**config.mk**
```make
export PLATFORM = sky130hd
export DESIGN_NAME = keypad_debounce
export DESIGN_NICKNAME = d
export VERILOG_FILES = /design/src/rtl/kd_pkg.sv /design/src/rtl/prio_enc.sv /design/src/rtl/keypad_debounce.sv
export SDC_FILE = /design/constraint.sdc
export NUM_CORES = 1
export LEC_CHECK = 0
export BUFFER_PORTS_ARGS = -buffer_cell sky130_fd_sc_hd__buf_2
export CORE_MARGIN = 5
export CORE_UTILIZATION = 57
export DETAILED_ROUTE_END_ITERATION = 8
export PLACE_DENSITY = 0.8
export SYNTH_ARGS = -nofsm -noshare
export SYNTH_HDL_FRONTEND = slang
export SYNTH_SLANG_ARGS = --single-unit
```
**constraint.sdc**
```tcl
create_clock -name clk -period 3.3 [get_ports clk]
set_input_delay 0.33 -clock clk [delete_from_list [all_inputs] [get_ports clk]]
set_output_delay 0.33 -clock clk [all_outputs]
set_load 0.02 [all_outputs]
```
**src/rtl/kd_pkg.sv**
```systemverilog
// Shared types and widths for the keypad debouncer.
// The state enum is shared by the top-level FSM and any future observers.
package kd_pkg;
  localparam int CODE_W = 5;

  typedef enum logic [1:0] {
    IDLE       = 2'd0,
    DB_PRESS   = 2'd1,
    PRESSED    = 2'd2,
    DB_RELEASE = 2'd3
  } kd_state_t;
endpackage

```
**src/rtl/prio_enc.sv**
```systemverilog
// Combinational priority encoder: lowest-numbered asserted request wins.
// o_idx is zero when no request is asserted.
module prio_enc
  import kd_pkg::*;
#(
  parameter int WIDTH = 20
) (
  input  logic [WIDTH-1:0]  i_req,
  output logic              o_any,
  output logic [CODE_W-1:0] o_idx
);

  always_comb begin
    o_any = |i_req;
    o_idx = '0;
    // Scan downward so the lowest set bit is the last to write o_idx.
    for (int i = WIDTH - 1; i >= 0; i--) begin
      if (i_req[i]) o_idx = CODE_W'(i);
    end
  end

endmodule

```
**src/rtl/keypad_debounce.sv**
```systemverilog
// Keypad debouncer: accepts one button press after DB_CYCLES stable samples,
// emits a one-cycle strobe per press and per auto-repeat, holds until a debounced release.
module keypad_debounce
  import kd_pkg::*;
#(
  parameter int WIDTH      = 20,
  parameter int DB_CYCLES  = 3,
  parameter int RPT_DELAY  = 50,
  parameter int RPT_PERIOD = 10
) (
  input  logic              clk,
  input  logic              n_rst,
  input  logic [WIDTH-1:0]  sync_in,
  output logic [CODE_W-1:0] code,
  output logic              strobe,
  output logic              held
);

  localparam int DB_W    = $clog2(DB_CYCLES + 1);
  localparam int RPT_MAX = (RPT_DELAY > RPT_PERIOD) ? RPT_DELAY : RPT_PERIOD;
  localparam int RPT_W   = $clog2(RPT_MAX + 1);

  localparam logic [DB_W-1:0]  DB_SAT     = DB_W'(DB_CYCLES);
  localparam logic [DB_W-1:0]  DB_LAST    = DB_W'(DB_CYCLES - 1);
  localparam logic [RPT_W-1:0] RPT_SAT    = RPT_W'(RPT_MAX);
  localparam logic [RPT_W-1:0] RPT_D_LAST = RPT_W'((RPT_DELAY > 0) ? RPT_DELAY - 1 : 0);
  localparam logic [RPT_W-1:0] RPT_P_LAST = RPT_W'((RPT_PERIOD > 0) ? RPT_PERIOD - 1 : 0);
  localparam bit               ONE_SHOT   = (DB_CYCLES <= 1);
  localparam bit               RPT_EN     = (RPT_DELAY > 0);

  logic              w_any;
  logic [CODE_W-1:0] w_idx;

  kd_state_t         r_state,  w_state_nxt;
  logic [DB_W-1:0]   r_cnt,    w_cnt_nxt;
  logic [CODE_W-1:0] r_cand,   w_cand_nxt;
  logic [CODE_W-1:0] r_code,   w_code_nxt;
  logic              r_strobe, w_strobe_nxt;
  logic              r_held,   w_held_nxt;
  logic [RPT_W-1:0]  r_rpt,    w_rpt_nxt;
  logic              r_rpt_ph, w_rpt_ph_nxt;

  logic [DB_W-1:0]   w_cnt_inc;
  logic [RPT_W-1:0]  w_rpt_inc;
  logic              w_db_done;
  logic              w_rpt_hit;

  prio_enc #(.WIDTH(WIDTH)) u_enc (
    .i_req (sync_in),
    .o_any (w_any),
    .o_idx (w_idx)
  );

  assign w_cnt_inc = (r_cnt >= DB_SAT)  ? r_cnt : r_cnt + DB_W'(1);
  assign w_rpt_inc = (r_rpt >= RPT_SAT) ? r_rpt : r_rpt + RPT_W'(1);
  assign w_db_done = (r_cnt >= DB_LAST);
  // Phase 0 waits out the initial delay, phase 1 runs the steady repeat period.
  assign w_rpt_hit = r_rpt_ph ? (r_rpt >= RPT_P_LAST) : (r_rpt >= RPT_D_LAST);

  always_comb begin
    w_state_nxt  = r_state;
    w_cnt_nxt    = r_cnt;
    w_cand_nxt   = r_cand;
    w_code_nxt   = r_code;
    w_strobe_nxt = 1'b0;
    w_rpt_nxt    = r_rpt;
    w_rpt_ph_nxt = r_rpt_ph;

    unique case (r_state)
      IDLE: begin
        if (w_any) begin
          w_cand_nxt = w_idx;
          if (ONE_SHOT) begin
            w_state_nxt  = PRESSED;
            w_code_nxt   = w_idx;
            w_strobe_nxt = 1'b1;
            w_rpt_nxt    = '0;
            w_rpt_ph_nxt = 1'b0;
            w_cnt_nxt    = '0;
          end else begin
            w_state_nxt = DB_PRESS;
            w_cnt_nxt   = DB_W'(1);
          end
        end
      end
      DB_PRESS: begin
        if (!w_any) begin
          w_state_nxt = IDLE;
          w_cnt_nxt   = '0;
        end else if (w_idx != r_cand) begin
          w_cand_nxt = w_idx;
          w_cnt_nxt  = DB_W'(1);
        end else if (w_db_done) begin
          w_state_nxt  = PRESSED;
          w_code_nxt   = r_cand;
          w_strobe_nxt = 1'b1;
          w_rpt_nxt    = '0;
          w_rpt_ph_nxt = 1'b0;
          w_cnt_nxt    = '0;
        end else begin
          w_cnt_nxt = w_cnt_inc;
        end
      end
      PRESSED: begin
        if (!w_any) begin
          w_state_nxt = ONE_SHOT ? IDLE : DB_RELEASE;
          w_cnt_nxt   = ONE_SHOT ? '0 : DB_W'(1);
        end else if (RPT_EN) begin
          if (w_rpt_hit) begin
            w_rpt_nxt    = '0;
            w_rpt_ph_nxt = 1'b1;
            // Guard keeps strobe from ever running two cycles back to back.
            w_strobe_nxt = !r_strobe;
          end else begin
            w_rpt_nxt = w_rpt_inc;
          end
        end
      end
      DB_RELEASE: begin
        if (w_any) begin
          w_state_nxt  = PRESSED;
          w_rpt_nxt    = '0;
          w_rpt_ph_nxt = 1'b0;
          w_cnt_nxt    = '0;
        end else if (w_db_done) begin
          w_state_nxt = IDLE;
          w_cnt_nxt   = '0;
        end else begin
          w_cnt_nxt = w_cnt_inc;
        end
      end
      default: begin
        w_state_nxt = IDLE;
        w_cnt_nxt   = '0;
      end
    endcase

    w_held_nxt = (w_state_nxt == PRESSED) || (w_state_nxt == DB_RELEASE);
  end

  always_ff @(posedge clk or negedge n_rst) begin
    if (!n_rst) begin
      r_state  <= IDLE;
      r_cnt    <= '0;
      r_cand   <= '0;
      r_code   <= '0;
      r_strobe <= 1'b0;
      r_held   <= 1'b0;
      r_rpt    <= '0;
      r_rpt_ph <= 1'b0;
    end else begin
      r_state  <= w_state_nxt;
      r_cnt    <= w_cnt_nxt;
      r_cand   <= w_cand_nxt;
      r_code   <= w_code_nxt;
      r_strobe <= w_strobe_nxt;
      r_held   <= w_held_nxt;
      r_rpt    <= w_rpt_nxt;
      r_rpt_ph <= w_rpt_ph_nxt;
    end
  end

  assign code   = r_code;
  assign strobe = r_strobe;
  assign held   = r_held;

endmodule

```
# Yosys cells after proc, flatten, opt, wreduce, memory -nomap -nowiden
# Index checks and enable logic that the tools add are counted.
# word_totals
input_bits	22
out_inout_bits	7
register_bits	23
# classes
addsub	2
n_bitwise	1
eq_ne	16
n_reduce_logical	11
n_lt_le_gt_ge	5
mux	62
# op_table
op	n
5-bit 2-to-1 mux	23
6-bit 2-to-1 mux	7
2-bit 2-to-1 mux	14
20-bit OR reduction	1
2-bit != test (second input constant)	9
6-bit case mux with 3 select lines	1
2-bit case mux with 4 select lines	2
7-bit AND reduction	2
6-bit >= comparator (second input constant)	2
1-bit 2-to-1 mux	12
5-bit case mux with 2 select lines	1
2-bit equality test (second input constant)	4
4-bit AND reduction	2
6-bit by 1-bit adder with 6-bit output (second input constant)	1
6-bit by 4-bit >= comparator with 1-bit output (second input constant)	1
5-bit != test	1
2-bit >= comparator (second input constant)	2
3-bit != test (second input constant)	1
1-bit case mux with 3 select lines	1
3-bit nonzero test	1
2-bit by 1-bit adder with 2-bit output (second input constant)	1
2-bit by 1-bit equality test with 1-bit output (second input constant)	1
2-bit logical NOT	1
1-bit case mux with 2 select lines	1
5 further kinds	5

# Logic depth before layout (Yosys ltp)
# Gate-level depths: netlist of the first run.
# logic_depth
ltp_word	26
ltp_mapped	9
depth_no_buf	9

# Modules after synthesis
# A second synthesis of the first run with hierarchy kept.
# hier_totals
hier_cells	173
hier_area_um2	1626.6
# by_module_without_submodules
module	area_each_um2	instances	seq_area_each_um2	cells_each
keypad_debounce	1395.1	1	575.6	134
prio_enc	231.5	1	0.0	39

# Worst setup path after synthesis of the first run
# OpenSTA, ideal clock, no wires.
# synth_timing
path_type	register to register
from	reg held (netlist name)
to	reg r_rpt[3]
t_arrival_ps	2320
path_buffers	1
setup_ps	110
setup_slack_ps	870
stages_incl_launch_ff	7
cell_sequence	dfrtp_1 > ha_1 > clkbuf_1 > or3_1 > a311oi_1 > a31oi_1 > o41ai_1
# synth_lines
element	line	rtl
end signal, assigned	keypad_debounce.sv:158	r_rpt <= w_rpt_nxt;
end, declared	keypad_debounce.sv:40	logic [RPT_W-1:0] r_rpt, w_rpt_nxt;

# Worst setup path after layout of the first run
# layout_timing
from	reg r_rpt[0]
to	reg r_rpt[3]
# layout_between
elab_chain_cells	5
word_cells_on_any_way	11
classes_between	add/sub (1); order compare (3); eq/ne (1); mux (5); reduce/logical (1)
# layout_rtl
element	line	rtl
6-bit by 1-bit adder with 6-bit output (tied with other cells)	keypad_debounce.sv:55	assign w_rpt_inc = (r_rpt >= RPT_SAT) ? r_rpt : r_rpt + RPT_W'(1);
6-bit 2-to-1 mux or 1-bit 2-to-1 mux (tied branches)	keypad_debounce.sv:55, keypad_debounce.sv:58	
6-bit 2-to-1 mux	keypad_debounce.sv:109	if (w_rpt_hit) begin
6-bit 2-to-1 mux	keypad_debounce.sv:105	if (!w_any) begin
6-bit case mux with 3 select lines	keypad_debounce.sv:69	unique case (r_state)
# Several ways; a longest one is shown, not always the timed one. The select of a mux whose other input is x is not followed.
# A chain may end at the register's enable or synchronous reset.

==> results.json, run 1 <==
{
  "crit_end": "r_rpt[3]$_DFFE_PN0P_",
  "synth-simple-area-share_pct": 27.79,
  "dpl_cell_area_sq_um": 2126,
  "ctsResizeCount": 0,
  "yosys_warnings": 0,
  "fp.dieW_um": 67.88,
  "numPortBuffers": 28,
  "worstPathMaxFanout": 8,
  "worstSetupPathType": "reg2reg",
  "num_io_pins": 29,
  "hp-class": "in2reg",
  "synthesis.area_sq_um": 1909,
  "rrSetupSlack_ps": 640,
  "cp.required_ps": 3490,
  "m1WireLength_um": 2147,
  "maxCapViolations": 0,
  "syn_inst": 226,
  "synth_edf_count": 0,
  "muxShareOfSynthArea_pct": 7.339,
  "antenna_found_initial": 0,
  "fin_area_sq_um": 2188,
  "clock_latency_ps": 330,
  "cts_tree": "built",
  "chipHeight_um": 67.88,
  "clk_pin_slew_ps": 130,
  "rsz0062_at_grt": "false",
  "root_buffer": "clkbuf_4",
  "mappedNetlistNets": 256,
  "synth-adder-area-share_pct": 5.242,
  "relSlewSlack_pct": 39.55,
  "p_per_area_nw_per_um2": 682.4,
  "seq_area_frac_synth_pct": 28.83,
  "drtPass1Iterations": 4,
  "core_sq_um": 3284,
  "numCtsBuffers": 3,
  "start_util_pct": 58.13,
  "cp-start-kind": "register",
  "finalHoldViolations": 0,
  "synth-xor-area-share_pct": 0,
  "drc": 0,
  "worst_clock_skew_ps": 11.04,
  "syn_area_per_cell_sq_um": 8.448,
  "final_core_util_pct": 66.63,
  "drive_gt1_share_pct": 24.42,
  "synth_top_family_by_area": "simple AND/OR/NAND/NOR gates",
  "drt_iter0_drc": 128,
  "outcome": "complete, no violations",
  "antenna_left": 0,
  "top_layer": "met4",
  "arrival_ps": 2850,
  "async_flop_share_pct": 100.0,
  "p_leak_nw": 0.9476,
  "syn_to_final_growth_pct": 14.61,
  "clock_sinks": 22,
  "via_count": 1893,
  "routed-wl-met2_um": 2332,
  "final_nets": 289,
  "diodes": 0,
  "period_share_pct": 80.71,
  "end_kind": "register",
  "synth_compound_area_share_pct": 26.47,
  "place_hpwl_um": 3609,
  "synth_area_leaders": "dfrtp_1 29%, ha_1 5.2%, a21oi_1 4.7%",
  "wl_per_cell_um": 15.69,
  "totalWireLength_um": 4770,
  "yosysTopAreaCell": "dfrtp_1",
  "synth.distinct_cells": 60,
  "grt_overflow_total": 0,
  "ys_seq_elements": 22,
  "dr_wl_met3_um": 225,
  "final_max_slew_viol_count": 0,
  "h-tree-depth": 1,
  "reg2reg_depth": 9,
  "grt_pass1_vias": 1810,
  "rr_startpoint": "r_rpt[0]$_DFFE_PN0P_",
  "total_power_mw": 1.493,
  "startpoint": "r_rpt[0]$_DFFE_PN0P_",
  "period_minus_slack_ps": 2664,
  "die_area_sq_um": 4607,
  "hold_ws_ps": 337.8,
  "ir_worst_vdd_v": 0.0004947,
  "gr-usage-all-layers_pct": 23.25,
  "reg2reg_to": "r_rpt[3]$_DFFE_PN0P_",
  "worst_slew_pin_slew_ps": 899.1,
  "grt_pass1_wl_um": 8307,
  "setup_violations": 0,
  "max_freq_ghz": 0.3754,
  "grt_max_degree": 23,
  "via_per_inst": 6.227,
  "tns_ps": 0,
  "num_rows": 21,
  "synth_top_area_share_pct": 28.83,
  "gp_congestion": 0.8475,
  "clockBufferDepth": 2,
  "ys.flop_type": "dfrtp_1"
}
==> kinds of logic after synthesis <==
kind of cell	Yosys count
AO/OA/AOI/OAI	74
adder cells (fa/ha/maj)	8
buffers and inverters	21
flip-flops	22
multiplexers	11
AND/OR/NAND/NOR	90
==> flip-flops by register name (all words and copies together), names as in the netlist <==
signal	flops
code	5
held	1
r_cand	5
r_cnt	2
r_rpt	6
r_rpt_ph	1
r_state	1
strobe	1
==> cell usage in the layout, fill, tap and decap left out, types with 6 or more instances in the layout <==
master   instances
dfrtp_1         22
o21ai_0         12
nor2_1          21
inv_1           12
nor3_1           7
ha_1             8
nand2_1          9
buf_4            7
a21oi_1         18
o31ai_1          6
a31oi_1          6
buf_2           28
nand3_1         10
==> what timing repair did <==
action | 4_1_cts | 5_1_grt
endpoints found under the hold margin | 22 | 0
buffers inserted | 0 | 0
setup endpoints to repair | 0 | 0
hold buffers | 1 | 0
==> final cells by class <==
class / count / area (sq um)
fill: 292 / 1096
inverter: 13 / 48.80
timing repair buffer: 36 / 202.7
tap: 46 / 57.56
clock buffer: 3 / 22.52
sequential: 22 / 550.5
multi-input combinational: 183 / 1276
clock inverter: 1 / 30.03
==> metrics by stage <==
step / setup WS, ps / cells
global route: 430.0 / 304
detailed placement: 446.6 / 299
CTS: 692.2 / 304
finish: 636.4 / 304
floorplan: 870.0 / 226
global placement: 488.6 / 299
==> synth_stat cells (all sizes together), types with 4 or more instances <==
library cell,number
inv,12
nand3,11
a31oi,6
nor3,8
o41ai,4
a21oi,18
or4,6
o21ai,13
nand2b,4
or3,4
clkbuf,6
o21a,4
nand2,9
ha,8
nor4,7
dfrtp,22
o31ai,6
mux2,9
nor2,22
==> critical path, cell delays in order (launching register included) <==
cell and delay [ps]:
dfrtp_1 490, inv_1 100, ha_1 230, or4b_2 200
a21oi_1 70, o31ai_1 770, o21ai_0 270, o21a_1 220
o31ai_1 70, o41ai_1 120
==> worst min-delay path by stage <==
stage / from / endpoint / slack (ps) / cells after the start
after global routing: sync_in[1] / r_cand[0]$_DFFE_PN0P_ / 350 / 3
after detailed placement: n_rst / code[1]$_DFFE_PN0P_ / 330 / 1
after CTS: sync_in[1] / r_cand[0]$_DFFE_PN0P_ / 330 / 3
after global placement: n_rst / code[1]$_DFFE_PN0P_ / 320 / 1
final: sync_in[1] / r_cand[0]$_DFFE_PN0P_ / 340 / 3
after floorplan: n_rst / code[0]$_DFFE_PN0P_ / 30 / 0
==> power by group <==
group / leakage (nW) / switching (mW) / internal (mW) / total (mW)
registers: 0.294 / 0.0814 / 0.325 / 0.407
clock network: 0.0279 / 0.0937 / 0.123 / 0.217
logic: 0.626 / 0.517 / 0.353 / 0.870
==> per-layer routing <==
layer / up-vias / GRT usage, %
li1: 946 / -
met1: 886 / 31.49
met2: 52 / 38.27
met3: 9 / 3.941
met4: 0 / 6.452
met5: - / 0
No activity file was read; power rests on OpenSTA's default activity.
==> run 2, diff against run 1 <==
- clock period: 3.3 -> 2.7 ns (I/O delays scaled with it)
==> run 2 against run 1 <==
Non-clock buffer count is 8 higher; register-to-register slack got worse by 370 ps; total power increased by 26%; cell count increased by 2.6%; largest power group unchanged.
==> results.json, run 2 (same netlist as run 1, synthesis figures left out) <==
{
  "diodes": 0,
  "num_io_pins": 29,
  "antenna_found_initial": 0,
  "reg2reg_depth": 9,
  "worstSetupPathType": "reg2reg",
  "end_kind": "register",
  "dpl_cell_area_sq_um": 2186,
  "drive_gt1_share_pct": 27.07,
  "root_buffer": "clkbuf_4",
  "grt_pass1_vias": 1797,
  "antenna_left": 0,
  "hold_end": "r_cand[0]$_DFFE_PN0P_",
  "via_count": 1931,
  "fin_area_sq_um": 2253,
  "finalWorstSetupSlack_ps": 268.8,
  "seq_area_sq_um": 550.5,
  "period_minus_slack_ps": 2431,
  "rrSetupSlack_ps": 270,
  "final_max_slew_viol_count": 0,
  "cts_setup_buffers": 0,
  "tns_ps": 0,
  "via_per_inst": 6.189,
  "gr-usage-all-layers_pct": 22.49,
  "fillerInstances": 296,
  "h-tree-depth": 1,
  "grt_pass1_wl_um": 8114,
  "worst_clock_skew_ps": 2.752,
  "num_rows": 21,
  "drt_iter0_drc": 177,
  "largest_reg_flops": 6,
  "multi_input_area_sq_um": 1281,
  "start_util_pct": 58.13,
  "grt_overflow_total": 0,
  "die_area_sq_um": 4607,
  "total_power_mw": 1.886,
  "largest-register": "r_rpt",
  "wl_per_cell_um": 14.94,
  "arrival_ps": 2640,
  "final_nets": 297,
  "fp.dieW_um": 67.88,
  "core_sq_um": 3284,
  "numPortBuffers": 28,
  "drtPass1Iterations": 4,
  "worst_slew_pin_slew_ps": 559.9,
  "max_freq_ghz": 0.4113,
  "rsz0062_at_grt": "false",
  "grt_max_degree": 23,
  "clock_latency_ps": 310,
  "hp-class": "in2reg",
  "drc": 0,
  "clock_sinks": 22,
  "clockBufferDepth": 2,
  "worstHoldStart": "sync_in[1]",
  "whs_path_depth": 3,
  "chipHeight_um": 67.88,
  "place_hpwl_um": 3630,
  "gp_congestion": 0.8126,
  "relSlewSlack_pct": 62.45,
  "numCtsBuffers": 3,
  "totalWireLength_um": 4662,
  "outcome": "complete, no violations",
  "syn_to_final_growth_pct": 18.02,
  "place_ws_ps": 103.6,
  "worstPathMaxFanout": 8,
  "cp.required_ps": 2910,
  "p_per_area_nw_per_um2": 836.9,
  "layout_common_cells": "28 x buf_2, 22 x dfrtp_1, 21 x nor2_1",
  "finalHoldViolations": 0,
  "clk_pin_slew_ps": 130,
  "reg2reg_to": "r_rpt[3]$_DFFE_PN0P_",
  "ir_worst_vdd_v": 0.0004906,
  "period_share_pct": 90.04,
  "maxCapViolations": 0,
  "setup_violations": 0,
  "rr_startpoint": "r_rpt[1]$_DFFE_PN0P_",
  "cts_tree": "built",
  "final_common_cell": "buf_2",
  "cp-start-kind": "register",
  "p_leak_nw": 0.9882
}
==> run 2: cell types whose count changed in the layout (fill, tap and decap cells not counted) <==
cell / delta
buf_4: +8
o31ai_2: +1
o31ai_1: -1
==> run 2: area by class of cell <==
class	instances	share of cell area [%]
multi-input combinational	183	56.86
tap	46	2.554
clock inverter	1	1.333
clock buffer	3	0.9994
sequential	22	24.43
inverter	13	2.165
timing repair buffer	44	11.66
==> run 2: worst max-delay path, cell delays in order (launching register included) <==
cell     delay [ps]
dfrtp_1         450
inv_1           110
ha_1            200
or4b_2          610
a21oi_1         250
o31ai_2         160
o21ai_0         270
o21a_1          140
o31ai_1          70
o41ai_1          70
==> run 2: worst max-delay path by stage <==
| stage | cells past startpoint | end | startpoint | slack (ps) |
|---|---|---|---|---|
| finish | 9 | r_rpt[3]$_DFFE_PN0P_ | r_rpt[1]$_DFFE_PN0P_ | 270 |
| detailed placement | 8 | code[3]$_DFFE_PN0P_ | sync_in[5] | 100 |
| floorplan | 6 | r_rpt[3]$_DFFE_PN0P_ | held$_DFF_PN0_ | 270 |
| global placement | 8 | code[1]$_DFFE_PN0P_ | sync_in[5] | 160 |
| CTS | 9 | r_rpt[3]$_DFFE_PN0P_ | r_rpt[1]$_DFFE_PN0P_ | 110 |
| global route | 9 | r_rpt[3]$_DFFE_PN0P_ | r_rpt[1]$_DFFE_PN0P_ | 20 |
==> run 2: repair_timing <==
action	4_1_cts	5_1_grt
endpoints found under the setup margin	0	4
hold buffers	1	0
endpoints found under the hold margin	22	0
gates resized for setup	0	1
==> run 2: power by group <==
| group | leakage [nW] | internal, mW | total, mW | switching [mW] |
|---|---|---|---|---|
| Sequential | 0.294 | 0.398 | 0.491 | 0.0932 |
| Combinational | 0.666 | 0.487 | 1.14 | 0.650 |
| Clock | 0.0279 | 0.150 | 0.258 | 0.108 |
| Total | 0.988 | 1.04 | 1.89 | 0.851 |
==> run 2: metrics by stage <==
step           instances  hold WS (ps)  util [%]
3_5_place_dp         307         279.9     66.55
6_report             312         317.9     68.61
2_1_floorplan        226        -25.59         -
4_1_cts              312         313.9     68.46
5_1_grt              312         342.0     68.61
3_3_place_gp         307         263.0     66.55
==> run 2: layer usage <==
metal / GRT usage (%) / vias up / routed length, um
met5: 0 / - / 0
met4: 4.467 / 0 / 28
met3: 3.777 / 4 / 212
met2: 36.94 / 50 / 2240
met1: 31.26 / 909 / 2180
li1: - / 968 / -
==> run 3, diff against run 2 <==
- CORE_UTILIZATION: 57 -> 40
- CTS_CLUSTER_DIAMETER: unset -> 40
- PLACE_DENSITY: 0.8 -> unset
==> run 3 against run 2 <==
Sequential power barely moved; clock power down 7%; clock skew barely moved; critical path depth shrank 2; register-to-register slack improved by 20 ps; die area rose by 36%; largest power group unchanged.
==> results.json, run 3 (same netlist as run 1, synthesis figures left out) <==
{
  "outcome": "complete, no violations",
  "worstPathMaxFanout": 9,
  "finalWorstSetupSlack_ps": 290.9,
  "path_common_cell": "buf_4",
  "p_leak_nw": 0.9928,
  "worst_slew_pin_slew_ps": 534.8,
  "arrival_ps": 2560,
  "fin_area_sq_um": 2268,
  "crit_path_cell_trace": "ha_1 > or3_1 > a311oi_1 > buf_4 > a31oi_1 > buf_4 > o41ai_1",
  "period_minus_slack_ps": 2409,
  "post-place-cells": 316,
  "finalNonFillerCells": 321,
  "hp-class": "in2reg",
  "antenna_found_initial": 0,
  "worst_clock_skew_ps": 2.618,
  "clock_sinks": 22,
  "worstSetupPathType": "reg2reg",
  "num_rows": 25,
  "chipHeight_um": 79.09,
  "tns_ps": 0,
  "final_nets": 298,
  "cp-start-kind": "register",
  "totalWireLength_um": 4792,
  "wl_per_cell_um": 14.93,
  "cts_tree": "built",
  "root_buffer": "clkbuf_8",
  "drt_iter0_drc": 178,
  "relSlewSlack_pct": 64.05,
  "num_io_pins": 29,
  "place_ws_ps": 47.32,
  "clockBufferDepth": 2,
  "via_count": 1935,
  "ctsHoldBuffers": 1,
  "max_freq_ghz": 0.4151,
  "die_area_sq_um": 6255,
  "cts_setup_buffers": 0,
  "cpPeakStageDelay_ps": 430,
  "diodes": 0,
  "gp_congestion": 0.8586,
  "multi_input_area_sq_um": 1276,
  "largest-register": "r_rpt",
  "clock_latency_ps": 260,
  "fillerInstances": 461,
  "clk_pin_slew_ps": 80,
  "grt_max_degree": 23,
  "gr-usage-all-layers_pct": 16.21,
  "maxCapViolations": 0,
  "dpl_cell_area_sq_um": 2203,
  "cp.required_ps": 2850,
  "numPortBuffers": 28,
  "finalHoldViolations": 0,
  "final_max_slew_viol_count": 0,
  "h-tree-depth": 1,
  "via_per_inst": 6.028,
  "drtPass1Iterations": 4,
  "largest_reg_flops": 6,
  "grt_pass1_wl_um": 8273,
  "drive_gt1_share_pct": 26.97,
  "setup_violations": 0,
  "rsz0062_at_grt": "false",
  "numCtsBuffers": 3,
  "end_kind": "register",
  "seq_area_sq_um": 550.5,
  "ctsResizeCount": 0,
  "syn_to_final_growth_pct": 18.81,
  "period_share_pct": 89.23,
  "p_per_area_nw_per_um2": 823.2,
  "ir_worst_vdd_v": 0.0003303,
  "grt_pass1_vias": 1719,
  "place_hpwl_um": 3795,
  "slowest_stage": "dfrtp_1",
  "final_common_cell": "buf_2",
  "start_util_pct": 40.69,
  "grt_overflow_total": 0,
  "layout_common_cells": "28 x buf_2, 22 x dfrtp_1, 21 x nor2_1",
  "antenna_left": 0,
  "fp.dieW_um": 79.09,
  "hold_ws_ps": 371.6,
  "core_sq_um": 4692,
  "drc": 0
}
[run 3: worst max-delay path, delay by kind of cell (launching register included)]
family,cells,cell delay [ps]
buf+inv,2,360
fa+ha+maj,1,320
compound gates,3,760
simple gates,1,430
flops,1,430
[run 3: final timing paths]
check	endpoint	slack (ps)	cells past startpoint	start
max reg2reg	r_rpt[3]$_DFFE_PN0P_	290	7	held$_DFF_PN0_
max	r_rpt[3]$_DFFE_PN0P_	290	7	held$_DFF_PN0_
min reg2reg	code[0]$_DFFE_PN0P_	510	1	code[0]$_DFFE_PN0P_
max in group asynchronous	r_rpt[1]$_DFFE_PN0P_	1860	2	n_rst
min	r_cand[0]$_DFFE_PN0P_	370	3	sync_in[1]
min in group asynchronous	r_cand[2]$_DFFE_PN0P_	500	2	n_rst
[run 3: per-layer routing]
layer,track usage (%),vias to the layer above,routed length [um]
li1,-,964,-
met1,24.23,929,2356
met2,24.33,40,2219
met3,1.927,2,192
met4,4.811,0,24
met5,0,-,0
[run 3: cell type report]
cell class / count / area share, %
Multi-Input combinational cell: 183 / 56.26
Sequential cell: 22 / 24.27
Timing Repair Buffer: 45 / 11.91
Tap cell: 54 / 2.978
Clock buffer: 4 / 2.427
Inverter: 13 / 2.151
[run 3: power by group]
part / internal (mW) / switching [mW] / total, mW
sequential: 0.398 / 0.0956 / 0.494
clock: 0.130 / 0.110 / 0.240
combinational: 0.495 / 0.639 / 1.13
total: 1.02 / 0.845 / 1.87
[run 3: through the flow]
step | power [mW] | util [%]
2_1_floorplan | 1.232 | -
3_3_place_gp | 1.627 | 46.96
3_5_place_dp | 1.624 | 46.96
4_1_cts | 1.875 | 48.35
5_1_grt | 2.053 | 48.35
6_report | 1.867 | 48.35
